===== src/rtl/div_seq.sv =====
// Multi-cycle sequencer for 32-bit DIV/DIVU: radix-2 restoring divide over 32
// iterations with sign correction; returns {remainder, quotient}.
module div_seq (
  input  logic        clk,
  input  logic        rst,
  input  logic        start_i,
  input  logic        annul_i,
  input  logic        signed_i,
  input  logic [31:0] opdata1_i,
  input  logic [31:0] opdata2_i,
  output logic        busy_o,
  output logic        ready_o,
  output logic [63:0] result_o
);

  typedef enum logic [1:0] {
    IDLE   = 2'd0,
    BYZERO = 2'd1,
    RUN    = 2'd2,
    DONE   = 2'd3
  } state_t;

  state_t      r_state;
  logic [4:0]  r_cnt;
  logic [31:0] r_rem;
  logic [31:0] r_quo;
  logic [31:0] r_dvsMag;
  logic        r_signed;
  logic        r_dvdNeg;
  logic        r_dvsNeg;
  logic [63:0] r_result;

  logic        w_accept;
  logic [31:0] w_dvdMag;
  logic [31:0] w_dvsMag;
  logic [32:0] w_trial;
  logic [31:0] w_remNext;
  logic [31:0] w_quoNext;
  logic [31:0] w_remFinal;
  logic [31:0] w_quoFinal;

  assign w_accept = start_i & ~annul_i;

  assign w_dvdMag = (signed_i && opdata1_i[31]) ? (~opdata1_i + 32'd1) : opdata1_i;
  assign w_dvsMag = (signed_i && opdata2_i[31]) ? (~opdata2_i + 32'd1) : opdata2_i;

  // A clear borrow bit means the trial subtraction fits and the quotient bit is 1.
  assign w_trial   = {r_rem, r_quo[31]} - {1'b0, r_dvsMag};
  assign w_remNext = w_trial[32] ? {r_rem[30:0], r_quo[31]} : w_trial[31:0];
  assign w_quoNext = {r_quo[30:0], ~w_trial[32]};

  assign w_quoFinal = (r_signed && (r_dvdNeg ^ r_dvsNeg)) ? (~w_quoNext + 32'd1) : w_quoNext;
  assign w_remFinal = (r_signed && r_dvdNeg) ? (~w_remNext + 32'd1) : w_remNext;

  always_ff @(posedge clk) begin
    if (rst) begin
      r_state  <= IDLE;
      r_cnt    <= 5'd0;
      r_rem    <= 32'd0;
      r_quo    <= 32'd0;
      r_dvsMag <= 32'd0;
      r_signed <= 1'b0;
      r_dvdNeg <= 1'b0;
      r_dvsNeg <= 1'b0;
      r_result <= 64'd0;
    end else begin
      case (r_state)
        IDLE: begin
          if (w_accept) begin
            r_signed <= signed_i;
            r_dvdNeg <= opdata1_i[31];
            r_dvsNeg <= opdata2_i[31];
            r_dvsMag <= w_dvsMag;
            r_cnt    <= 5'd0;
            r_rem    <= 32'd0;
            r_quo    <= w_dvdMag;
            if (opdata2_i == 32'd0) begin
              r_state <= BYZERO;
            end else begin
              r_state <= RUN;
            end
          end
        end
        BYZERO: begin
          if (annul_i) begin
            r_state <= IDLE;
          end else begin
            r_result <= 64'd0;
            r_state  <= DONE;
          end
        end
        RUN: begin
          if (annul_i) begin
            r_state <= IDLE;
            r_cnt   <= 5'd0;
          end else begin
            r_rem <= w_remNext;
            r_quo <= w_quoNext;
            r_cnt <= r_cnt + 5'd1;
            if (r_cnt == 5'd31) begin
              r_result <= {w_remFinal, w_quoFinal};
              r_state  <= DONE;
            end
          end
        end
        // The owning instruction's start_i is still high here and must not re-trigger.
        DONE: begin
          r_state <= IDLE;
          r_cnt   <= 5'd0;
        end
        default: begin
          r_state <= IDLE;
        end
      endcase
    end
  end

  assign busy_o   = ((r_state == IDLE) && start_i && !annul_i) ||
                    (r_state == RUN) || (r_state == BYZERO);
  assign ready_o  = (r_state == DONE);
  assign result_o = r_result;

endmodule


===== config.mk =====
export PLATFORM = sky130hd
export DESIGN_NAME = div_seq
export DESIGN_NICKNAME = d
export VERILOG_FILES = /design/src/rtl/div_seq.sv
export SDC_FILE = /design/constraint.sdc
export NUM_CORES = 1
export LEC_CHECK = 0
export BUFFER_PORTS_ARGS = -buffer_cell sky130_fd_sc_hd__buf_2
export CAP_MARGIN = 20
export CORE_ASPECT_RATIO = 1.25
export CORE_MARGIN = 2
export CORE_UTILIZATION = 40
export CTS_BUF_LIST = sky130_fd_sc_hd__clkbuf_4 sky130_fd_sc_hd__clkbuf_8
export DETAILED_ROUTE_END_ITERATION = 8
export GPL_TIMING_DRIVEN = 0
export SLEW_MARGIN = 0
export SYNTH_ARGS = -nofsm -noshare
export SYNTH_HDL_FRONTEND = slang
export SYNTH_SLANG_ARGS = --single-unit

===== constraint.sdc =====
create_clock -name clk -period 5.9 [get_ports clk]
set_input_delay 1.475 -clock clk [delete_from_list [all_inputs] [get_ports clk]]
set_output_delay 1.475 -clock clk [all_outputs]
set_load 0.02 [all_outputs]

==> results.md <==
- VDD IR max: 148 uV
- Register share of total power: 27.9%
- Slew headroom: 42.0%
- Cts hold-fix bufs: 0
- Yosys warnings: 0
- CP max FO: 19
- Post-route worst setup slack: 0.410 ns
- Synth cell count leaders: nor2_1 (212), nand2_1 (201), dfxtp_1 (170), a21oi_1 (151), o21ai_0 (110)
- Fillers: 3032
- Comb power frac: 53.4%
- Met2 Track Usage GR: 46.8%
- Status: complete, no violations
- GPL Wtd Cong: 0.949
- Pin count of the biggest net entering global routing: 20
- First-pass DRT Iterations: 6
- Htree depth: 4
- Dpl cell area: 0.0129 mm2
- Most used flip-flop cell after synthesis: dfxtp_1
- WP buf/inv: 5
- Seq cells post-synth: 170
- Slowest stage cell on the critical path: fa_1
- Most numerous cell in the Yosys netlist: nor2_1
- Worst Skew: 0.0140 ns
- Unique cell type count in the Yosys netlist: 78
- Register area share after synthesis: 29.1%
- Root Driver: clkbuf_8
- Drt drc: 0
- Nets: 1862
- Later-pin clock latency in the skew report: 0.50 ns
- Placed cells: 2129
- EDFF count, synth: 0
- Dpl hpwl: 31200 um
- DIE HEIGHT: 195 um
- Post-layout util: 46.0%
- Worst Setup Path Type: flop to flop
- CP Launch Type: flop
- Max_cap viols: 0
- Switching Share: 47.3%
- CP endpoint kind: flop
- Routing usage on met3: 3.44%
- Layout Cells excl Fill: 2159
- Most used cell, CP: inv_1
- Worst Hold Class: flop to flop
- DR iter-0 viols: 630
- GR Overflow Total: 0
- Vias in the first global route: 11.8k
- Clk pwr share: 18.7%
- Antenna Nets Post-Route: 0
- Required @ worst endpoint: 6.29 ns
- Synth area leader: dfxtp_1
- Grt met1 use: 28.2%
- CTS Buffer Depth: 2
- CTS tree: yes
- P_leak: 5.13 nW
- Clk slew on worst S/H paths: 0.09 ns
- Synth Cell Area: 0.0117 mm2
- Int Power: 2.56 mW
- Worst EP arrival: 5.88 ns
- Hold Vio Cnt, Final: 0
- Starting density of the core: 40.4%
- Final Power: 4.85 mW
- Fin crit period: 5.49 ns
- CP top delay family: simple AND/OR/NAND/NOR gates
- Critical path cell sequence: inv_1 > ha_1 > inv_1 > fa_1 > a211oi_4 > o211ai_1 > and3_1 > o21ai_1 > a21oi_2 > nor2_2 > inv_1 > buf_6 > nand2_1 > o21ai_0 > inv_1 > ha_2 > nand2_1 > or4_1 > nor4_1 > a41oi_2 > nor4_4 > a41oi_1 > xnor2_1 > a22o_1
- FP Rows: 70
- Final Cycle Share: 93.0%
- Area Overhead vs Synth: 13.9%
- Fmax achieved: 182 MHz
- Die Wd: 157 um
- Pre-CTS setup slack: -0.988 ns
- Gate Count Post-Synth: 1600
- DR vias: 12.0k
- Syn Nets: 1712
- Power density over the cells: 364 mW/mm2
- Die area: 0.0306 mm2
- Clk sinks: 170
- Global-route wire length before repair: 61300 um
- Diodes inserted: 0
- Global Route Usage Sum: 25.7%
- # setup viols final: 0
- TritonCTS Buffers: 17
- Max incr delay on CP: 0.48 ns
- Worst Max-Slew Pin Slew: 0.869 ns
- Sw Pwr: 2.30 mW
- Core ar.: 0.0290 mm2
- Final WL: 38800 um
- Vias per std cell: 5.57
- IO Port Bufs: 133
- Max Slew Vio Count: 0
- Largest cells by area after synthesis: dfxtp_1 (29%), nor2_1 (6.8%), a21oi_1 (6.5%)
- Wire per inst: 18.0 um
- Design area: 0.0133 mm2
- Ports: 135
- Initial antenna violation count: 0
- GR peak layer: met2
- Synth top area share: 29.1%
- Syn Area/Cell: 7.31 um2
- Share of layout cells above drive strength 1: 11.5%
- Synth async-reset ratio: 0%
==> layout make-up <==
class	count	area, um2	area share [%]
plain buffers	95	395	2.97
clock buffers	19	262	1.96
inverters	55	206	1.55
clock inverters	13	154	1.15
well taps	396	495	3.72
flip-flops and latches	170	3400	25.5
multi-input cells	1277	7740	58.1
repair buffers	134	673	5.05
==> final timing paths <==
path / start / cells after the start / slack (ns) / end
hold reg to reg: result_o[58] / 2 / 0.45 / result_o[58]
setup reg to reg: r_quo[31] / 24 / 0.41 / result_o[62]
setup / recovery: r_quo[31] / 24 / 0.41 / result_o[62]
hold / removal: result_o[58] / 2 / 0.45 / result_o[58]
==> cell usage in the layout, fill, tap and decap left out, drive strengths merged, types with 4 or more instances in the layout <==
| master | count |
|---|---|
| a211oi | 34 |
| o211ai | 7 |
| or4 | 10 |
| o31ai | 23 |
| nand4 | 10 |
| or3 | 24 |
| a21boi | 4 |
| a311oi | 8 |
| and3 | 9 |
| a211o | 4 |
| and2 | 16 |
| buf | 151 |
| xor2 | 56 |
| o21ai | 124 |
| inv | 61 |
| a31oi | 8 |
| nand3 | 20 |
| nor2 | 213 |
| a21o | 6 |
| a22oi | 41 |
| ha | 42 |
| o21a | 13 |
| o41ai | 9 |
| nor4 | 15 |
| xnor2 | 75 |
| a21oi | 155 |
| o21bai | 4 |
| dfxtp | 170 |
| and4 | 5 |
| mux2i | 22 |
| a41oi | 7 |
| nand3b | 9 |
| or2 | 5 |
| nand2b | 15 |
| a2bb2oi | 4 |
| clkbuf | 97 |
| nor2b | 4 |
| nor3 | 36 |
| nand2 | 201 |
==> power by group through the flow <==
stage / clock network [mW] / registers, mW / logic [mW]
after detailed placement: 0 / 1.38 / 2.49
after global routing: 0.967 / 1.37 / 2.85
final: 0.909 / 1.35 / 2.59
after CTS: 0.925 / 1.35 / 2.53
after floorplan: 0 / 1.35 / 1.80
after global placement: 0 / 1.38 / 2.47
==> logic make-up (layout without fill, tap and decap cells) <==
group                      count (synthesis)  after routing  synth area share [%]
AOI/OAI and AO/OA                        479            479                  25.9
muxes                                     25             25                  2.17
buffers and inverters                    153            316                  5.19
DFF                                      170            170                  29.1
and+or+nand+nor                          599            599                  23.2
xor gates and xnor gates                 131            131                  9.81
adders and majority gates                 43             43                  4.66
==> flip-flops by register name, summed over array words and instances (netlist names) <==
signal / count
r_cnt: 5
r_dvdNeg: 1
r_dvsMag: 32
r_dvsNeg: 1
r_quo: 32
r_rem: 32
r_signed: 1
r_state: 2
result_o: 64
==> metal layers <==
| metal | wire [um] | part of all wire (%) |
|---|---|---|
| met5 | 0 | 0 |
| met4 | 2300 | 5.9 |
| met1 | 15400 | 40 |
| met3 | 1260 | 3.2 |
| met2 | 19800 | 51 |
==> metrics by stage <==
stage / TNS (ns) / hold WS [ns]
2_1_floorplan: 0 / 0.432
3_3_place_gp: -6.45 / 0.436
3_5_place_dp: -6.85 / 0.438
4_1_cts: 0 / 0.452
5_1_grt: -0.0121 / 0.475
6_report: 0 / 0.447
==> timing repair <==
item,CTS,global route
endpoints found under the setup margin,16,12
pin swaps,0,2
endpoints found under the hold margin,0,0
setup buffers,0,1
gates resized for setup,5,6
==> worst min-delay path, delay by kind of cell, from the launching register on <==
kind,cells,cell delay [ns]
simple gates,1,0.05
compound gates,1,0.05
flops,1,0.32
Note: power is estimated with default switching activity, not from simulation.
